<file path="src/rtl/x25519_pkg.sv">
// rtl/x25519_pkg.sv - field constants, limb layout and freeze FSM states for GF(2^255-19)
package x25519_pkg;

  localparam int LIMB_W = 8;
  localparam int LIMB_N = 32;
  localparam int TOP_W  = 16;
  localparam int VEC_W  = LIMB_W * (LIMB_N - 1) + TOP_W;

  typedef logic [VEC_W-1:0] limb_vec_t;

  // 2^256 - p = 2^255 + 19, split into limbs; limb 31 is the 16-bit top limb
  localparam logic [TOP_W-1:0] MINUS_P [LIMB_N] = '{0: 16'd19, 31: 16'd128, default: 16'd0};

  typedef enum logic [1:0] {IDLE, RUN, SEL} freeze_state_t;

endpackage

</file>
<file path="src/rtl/x25519_limb_adder.sv">
// rtl/x25519_limb_adder.sv - limb (or limb-pair) adder with a registered ripple carry
module x25519_limb_adder #(
  parameter int W = 8
) (
  input  logic         clk,
  input  logic         rst_n,
  input  logic         clr,
  input  logic         step,
  input  logic [W-1:0] a,
  input  logic [W-1:0] b,
  output logic [W:0]   sum,
  output logic         carry
);

  assign sum = {1'b0, a} + {1'b0, b} + {{W{1'b0}}, carry};

  always_ff @(posedge clk) begin
    if (!rst_n) begin
      carry <= 1'b0;
    end else if (clr) begin
      carry <= 1'b0;
    end else if (step) begin
      carry <= sum[W];
    end
  end

endmodule

</file>
<file path="src/rtl/x25519_freeze.sv">
// rtl/x25519_freeze.sv - constant-time canonical reduction mod 2^255-19, limb serial
// X25519_FREEZE_WIDE_EN: process two limbs per cycle (16-cycle RUN instead of 32).
module x25519_freeze
  import x25519_pkg::*;
(
  input  logic         clk,
  input  logic         rst_n,
  input  logic         en,
  input  limb_vec_t    din,
  output logic         busy,
  output logic         out_valid,
  output logic [255:0] out
);

`ifdef X25519_FREEZE_WIDE_EN
  localparam int         AW   = 2 * LIMB_W;
  localparam logic [4:0] LAST = 5'd15;
`else
  localparam int         AW   = LIMB_W;
  localparam logic [4:0] LAST = 5'd31;
`endif

  freeze_state_t state, next_state;
  logic [4:0]    cnt;
  limb_vec_t     orig;
  logic [247:0]  work;
  logic [16:0]   work_top;
  logic [16:0]   top_sum;
  logic [255:0]  out_q, work_val, sel_mask, sel_val;
  logic [AW-1:0] add_a, add_b;
  logic [AW:0]   add_sum;
  logic          add_carry, top_cin, last, neg, unused_bits;

  assign last = (cnt == LAST);

`ifdef X25519_FREEZE_WIDE_EN
  // The final pair holds only limb 30 in the adder; limb 31 gets the wide top add.
  always_comb begin
    add_a = orig[16*cnt +: 16];
    add_b = {MINUS_P[{cnt[3:0], 1'b1}][7:0], MINUS_P[{cnt[3:0], 1'b0}][7:0]};
    if (last) begin
      add_a = {8'h00, orig[247:240]};
      add_b = {8'h00, MINUS_P[LIMB_N-2][7:0]};
    end
  end
  assign top_cin     = add_sum[LIMB_W];
  assign unused_bits = ^{add_carry, add_sum[AW]};
`else
  assign add_a       = orig[8*cnt +: 8];
  assign add_b       = MINUS_P[cnt][7:0];
  assign top_cin     = add_carry;
  assign unused_bits = add_sum[AW];
`endif

  assign top_sum = {1'b0, orig[263:248]} + {1'b0, MINUS_P[LIMB_N-1]} + {16'd0, top_cin};

  x25519_limb_adder #(.W(AW)) u_adder (
    .clk   (clk),
    .rst_n (rst_n),
    .clr   (en),
    .step  (state == RUN),
    .a     (add_a),
    .b     (add_b),
    .sum   (add_sum),
    .carry (add_carry)
  );

  always_ff @(posedge clk) begin
    if (!rst_n) begin
      cnt      <= '0;
      orig     <= '0;
      work     <= '0;
      work_top <= '0;
    end else if (en) begin
      cnt      <= '0;
      orig     <= din;
      work     <= din[247:0];
      work_top <= {1'b0, din[263:248]};
    end else if (state == RUN) begin
      cnt <= cnt + 5'd1;
      if (last) begin
        work_top <= top_sum;
`ifdef X25519_FREEZE_WIDE_EN
        work[247:240] <= add_sum[7:0];
`endif
      end else begin
        work[AW*cnt +: AW] <= add_sum[AW-1:0];
      end
    end
  end

  // Bit 7 of the top limb set means no wrap past 2^256, i.e. din < p: keep orig.
  assign neg      = work_top[7];
  assign work_val = {work_top[7:0], work};
  assign sel_mask = {256{neg}};
  assign sel_val  = work_val ^ ((work_val ^ orig[255:0]) & sel_mask);

  always_ff @(posedge clk) begin
    if (!rst_n) begin
      out_q <= '0;
    end else if (state == SEL) begin
      out_q <= sel_val;
    end
  end

  always_ff @(posedge clk) begin
    if (!rst_n) begin
      state <= IDLE;
    end else begin
      state <= next_state;
    end
  end

  always_comb begin
    next_state = state;
    case (state)
      IDLE:    next_state = IDLE;
      RUN:     next_state = last ? SEL : RUN;
      SEL:     next_state = IDLE;
      default: next_state = IDLE;
    endcase
    if (en) begin
      next_state = RUN;
    end
  end

  always_comb begin
    busy      = (state != IDLE);
    out_valid = (state == SEL);
    out       = out_valid ? sel_val : out_q;
  end

endmodule

</file>
<file path="config.mk">
export PLATFORM = sky130hd
export DESIGN_NAME = x25519_freeze
export DESIGN_NICKNAME = d
export VERILOG_FILES = /design/src/rtl/x25519_pkg.sv /design/src/rtl/x25519_limb_adder.sv /design/src/rtl/x25519_freeze.sv
export SDC_FILE = /design/constraint.sdc
export NUM_CORES = 2
export LEC_CHECK = 0
export ABC_AREA = 1
export CAP_MARGIN = 20
export CORE_UTILIZATION = 45
export DETAILED_ROUTE_END_ITERATION = 12
export GPL_ROUTABILITY_DRIVEN = 0
export PLACE_DENSITY = 0.68
export SLEW_MARGIN = 10
export SYNTH_ARGS = -nofsm -noshare
export SYNTH_HDL_FRONTEND = slang
export SYNTH_SLANG_ARGS = --single-unit
</file>
<file path="constraint.sdc">
create_clock -name clk -period 4.3 [get_ports clk]
set_input_delay 0.43 -clock clk [delete_from_list [all_inputs] [get_ports clk]]
set_output_delay 0.43 -clock clk [all_outputs]
set_load 0.005 [all_outputs]
</file>
==> flow_metrics.env <==
export IMPL_drt_iter0_drc=5408
export IMPL_global_route_usage_over_all_layers_pct=37.4
export IMPL_setup_tns_ns=0
export IMPL_detail_route_drc_violations=0
export IMPL_remaining_max_slew_budget_at_the_tightest_pin_pct=19.4
export IMPL_critPathBufInv=3
export IMPL_clock_latency_of_the_later_clocked_register_in_the_worst_skew_pair_ns=0.64
export IMPL_sequential_element_share_of_the_synthesized_area_pct=44.0
export IMPL_setup_worst_path_class="reg2reg"
export IMPL_global_route_overflow_total=0
export IMPL_initial_core_util_pct=45.6
export IMPL_edff_count_synth=0
export IMPL_cts_buffers=82
export IMPL_detailroute_via_count=38400
export IMPL_critical_path_top_delay_family="simple AND/OR/NAND/NOR gates"
export IMPL_route_detailed_vias_per_inst=5.81
export IMPL_result_of_the_run="finished, final reports clean"
export IMPL_die_h_um=282
export IMPL_cp_arrival_ns=4.75
export IMPL_rsz_0062_raised_after_global_routing="no"
export IMPL_stdcell_area_um2=44900
export IMPL_drt_pass1_iter_count=6
export IMPL_synth_seq_cells=776
export IMPL_critPathMaxFanout=62
export IMPL_power_density_nw_per_um2=380
export IMPL_synth_main_ff_cell="sky130_fd_sc_hd__dfxtp_1"
export IMPL_area_growth_syn_to_layout_pct=27.1
export IMPL_fin_skew_ns=0.0323
export IMPL_cts_sinks=776
export IMPL_cts_path_max_buffers=3
export IMPL_multi_input_area_um2=16900
export IMPL_design_die_area_um2=79500
export IMPL_sequential_cell_area_um2=15500
export IMPL_finalSetupViolCount=0
export IMPL_post_dp_hpwl_mm=108
export IMPL_final_max_slew_violation_count=0
export IMPL_initial_antenna_violation_count=3
export IMPL_static_leakage_power_nw=17.9
export IMPL_synth_largest_area_cell="sky130_fd_sc_hd__dfxtp_1"
export IMPL_crit_path_end_kind="flip-flop"
export IMPL_yosys_area_top_type_share_pct=44.0
export IMPL_finalNetCount=5791
export IMPL_layout_core_utilization_pct=57.9
export IMPL_min_delay_path_class="in2reg"
export IMPL_final_min_clock_period_ns=4.20
export IMPL_report_final_hold_viol_count=0
export IMPL_cp_data_required_time_ns=4.85
export IMPL_placement_rows=102
export IMPL_worstSetupStartpointType="flip-flop"
export IMPL_synth_area_per_cell_um2=6.95
export IMPL_synthesized_nets=5358
export IMPL_cts_root_buffer="sky130_fd_sc_hd__clkbuf_16"
export IMPL_slowest_delay_ns=0.58
export IMPL_horiz_die_dim_um=282
export IMPL_synth_cells=5078
export IMPL_final_layout_size_suffix_gt1_share_pct=6.71
export IMPL_route_final_wire_length_mm=154
export IMPL_detailed_place_area_um2=42100
export IMPL_synth_yosys_warnings=0
export IMPL_clock_tree_htree_level_count=3
export IMPL_io_pins=525
export IMPL_tightest_slew_ns=1.21
export IMPL_cpMostUsedCell="sky130_fd_sc_hd__nor2_1"
export IMPL_critical_path_cell_chain="buf_16 > buf_4 > a21oi_1 > a221oi_1 > o22ai_1 > nor2_1 > nor2_1 > ha_1 > inv_1 > nand3_1 > nand3_2 > nor2_1 > nand3_1 > a31oi_1"
export IMPL_cts_tree="built"
export IMPL_route_antenna_remaining_nets=0
export IMPL_grt_start_max_net_pins=191
export IMPL_period_share_pct=97.7
export IMPL_numPortBuffers=516
export IMPL_syn_area_um2=35300
export IMPL_grt_pass1_wl_mm=223
export IMPL_synth_async_reset_ratio_pct=0
export IMPL_fp_coreArea_um2=77500
export IMPL_synth_top_cells_by_area="sky130_fd_sc_hd__dfxtp_1 44%, sky130_fd_sc_hd__nand2_1 14%, sky130_fd_sc_hd__o21ai_0 8.1%"
export IMPL_max_cap_violations=0
export IMPL_hold_buffers=0
export IMPL_crit_path_top_delay_cell="sky130_fd_sc_hd__a221oi_1"
export IMPL_grt_pass1_vias=35200
export IMPL_layout_filler_cells=7367
export IMPL_achievable_frequency_mhz=238
export IMPL_regToRegSetupSlack_ns=0.1
export IMPL_peakVddDrop_mv=0.270
export IMPL_yosys_cell_types_count=43
export IMPL_clk_pin_slew_ns=0.06
export IMPL_detail_route_wl_per_cell_um=23.3
-- cells in the final DEF, fill, tap and decap left out, drive strengths merged, types with 2 or more instances in the layout --
cell type      Yosys  routed
clkinv             1      11
a31oi            135     135
o22ai            186     186
nand4             84      84
bufinv             0       6
dfxtp            776     776
ha                11      11
clkbuf           291     127
clkinvlp           0       2
nor3              43      43
buf               65     191
nand3            206     206
a21oi            228     228
a221oi             9       9
diode              0       3
clkdlybuf4s50      0     514
and2             250     250
o21ai            574     574
fa                 2       2
nor2             430     430
o211ai            10      10
nand2           1351    1351
nor4               7       7
o221ai            24      24
inv              387     388
-- cells in the mapped netlist, drive strengths merged (24+ instances only) --
cell type,number
a21oi,228
a31oi,135
and2,250
buf,65
clkbuf,291
dfxtp,776
inv,387
nand2,1351
nand3,206
nand4,84
nor2,430
nor3,43
o21ai,574
o221ai,24
o22ai,186
-- metal layers --
layer	vias up	global-route usage, %	part of all wire (%)
li1	17600	-	-
met4	4	25.8	7.6
met1	17900	46.9	37
met2	2438	57.7	44
met5	-	0.672	0.063
met3	483	7.57	11
-- final timing paths --
path | startpoint | endpoint | depth (start not counted)
worst min-delay path | en | orig[77] | 3
worst max-delay path | cnt[0] | work[199] | 14
worst min register to register | work[185] | work[185] | 2
worst max register to register | cnt[0] | work[199] | 14
-- layout make-up --
type                            instances  share of cell area [%]
Clock buffer                          127                    5.58
Inverter                              388                    3.31
Multi-Input combinational cell       3558                    37.6
Clock inverter                         19                   0.591
Sequential cell                       776                    34.7
Antenna cell                            3                  0.0167
Tap cell                             1040                    2.90
Timing Repair Buffer                  705                    15.3
-- report_power, final --
group / internal (mW) / leakage (nW) / switching, mW
clock: 4.35 / 1.36 / 3.00
sequential: 7.47 / 6.35 / 0.176
combinational: 0.684 / 10.1 / 1.36
total: 12.5 / 17.9 / 4.53
-- timing repair --
| action | 4_1_cts | 5_1_grt |
|---|---|---|
| setup endpoints to repair | 0 | 10 |
| buffers inserted | 0 | 0 |
| gates resized for setup | 0 | 3 |
-- flip-flops by register name, summed over array words and instances, names as in the netlist --
signal and count:
work 248, cnt 5, state 2, out_q 256, u_adder.carry 1, orig 256, work_top 8
-- worst min-delay path: stages --
cell and delay, ns:
sky130_fd_sc_hd__buf_8 0.21, sky130_fd_sc_hd__nand2_1 0.15, sky130_fd_sc_hd__o22ai_1 0.07
-- per-stage QoR --
| stage | std cells | hold slack [ns] | power [mW] | setup WS [ns] |
|---|---|---|---|---|
| after floorplan | 5078 | 0.436 | 8.84 | 0.424 |
| after CTS | 6613 | 0.274 | 17.0 | 0.289 |
| final | 6616 | 0.298 | 17.0 | 0.0996 |
| after global placement | 6467 | 0.455 | 9.73 | 0.370 |
| after global routing | 6615 | 0.320 | 17.5 | 0.0395 |
| after detailed placement | 6467 | 0.456 | 9.75 | 0.323 |
-- cell families (layout without fill, tap and decap cells) --
logic type / count (synthesis) / in the layout / synth area share [%]
simple gates: 2373 / 2373 / 29.0
compound gates: 1170 / 1170 / 18.2
flops: 776 / 776 / 44.0
buf+inv: 744 / 1239 / 8.18
fa+ha+maj: 13 / 13 / 0.504
xor+xnor: 1 / 1 / 0.0248
mux: 1 / 1 / 0.0319
other cells: 0 / 3 / 0
(Power assumes the default switching activity.)
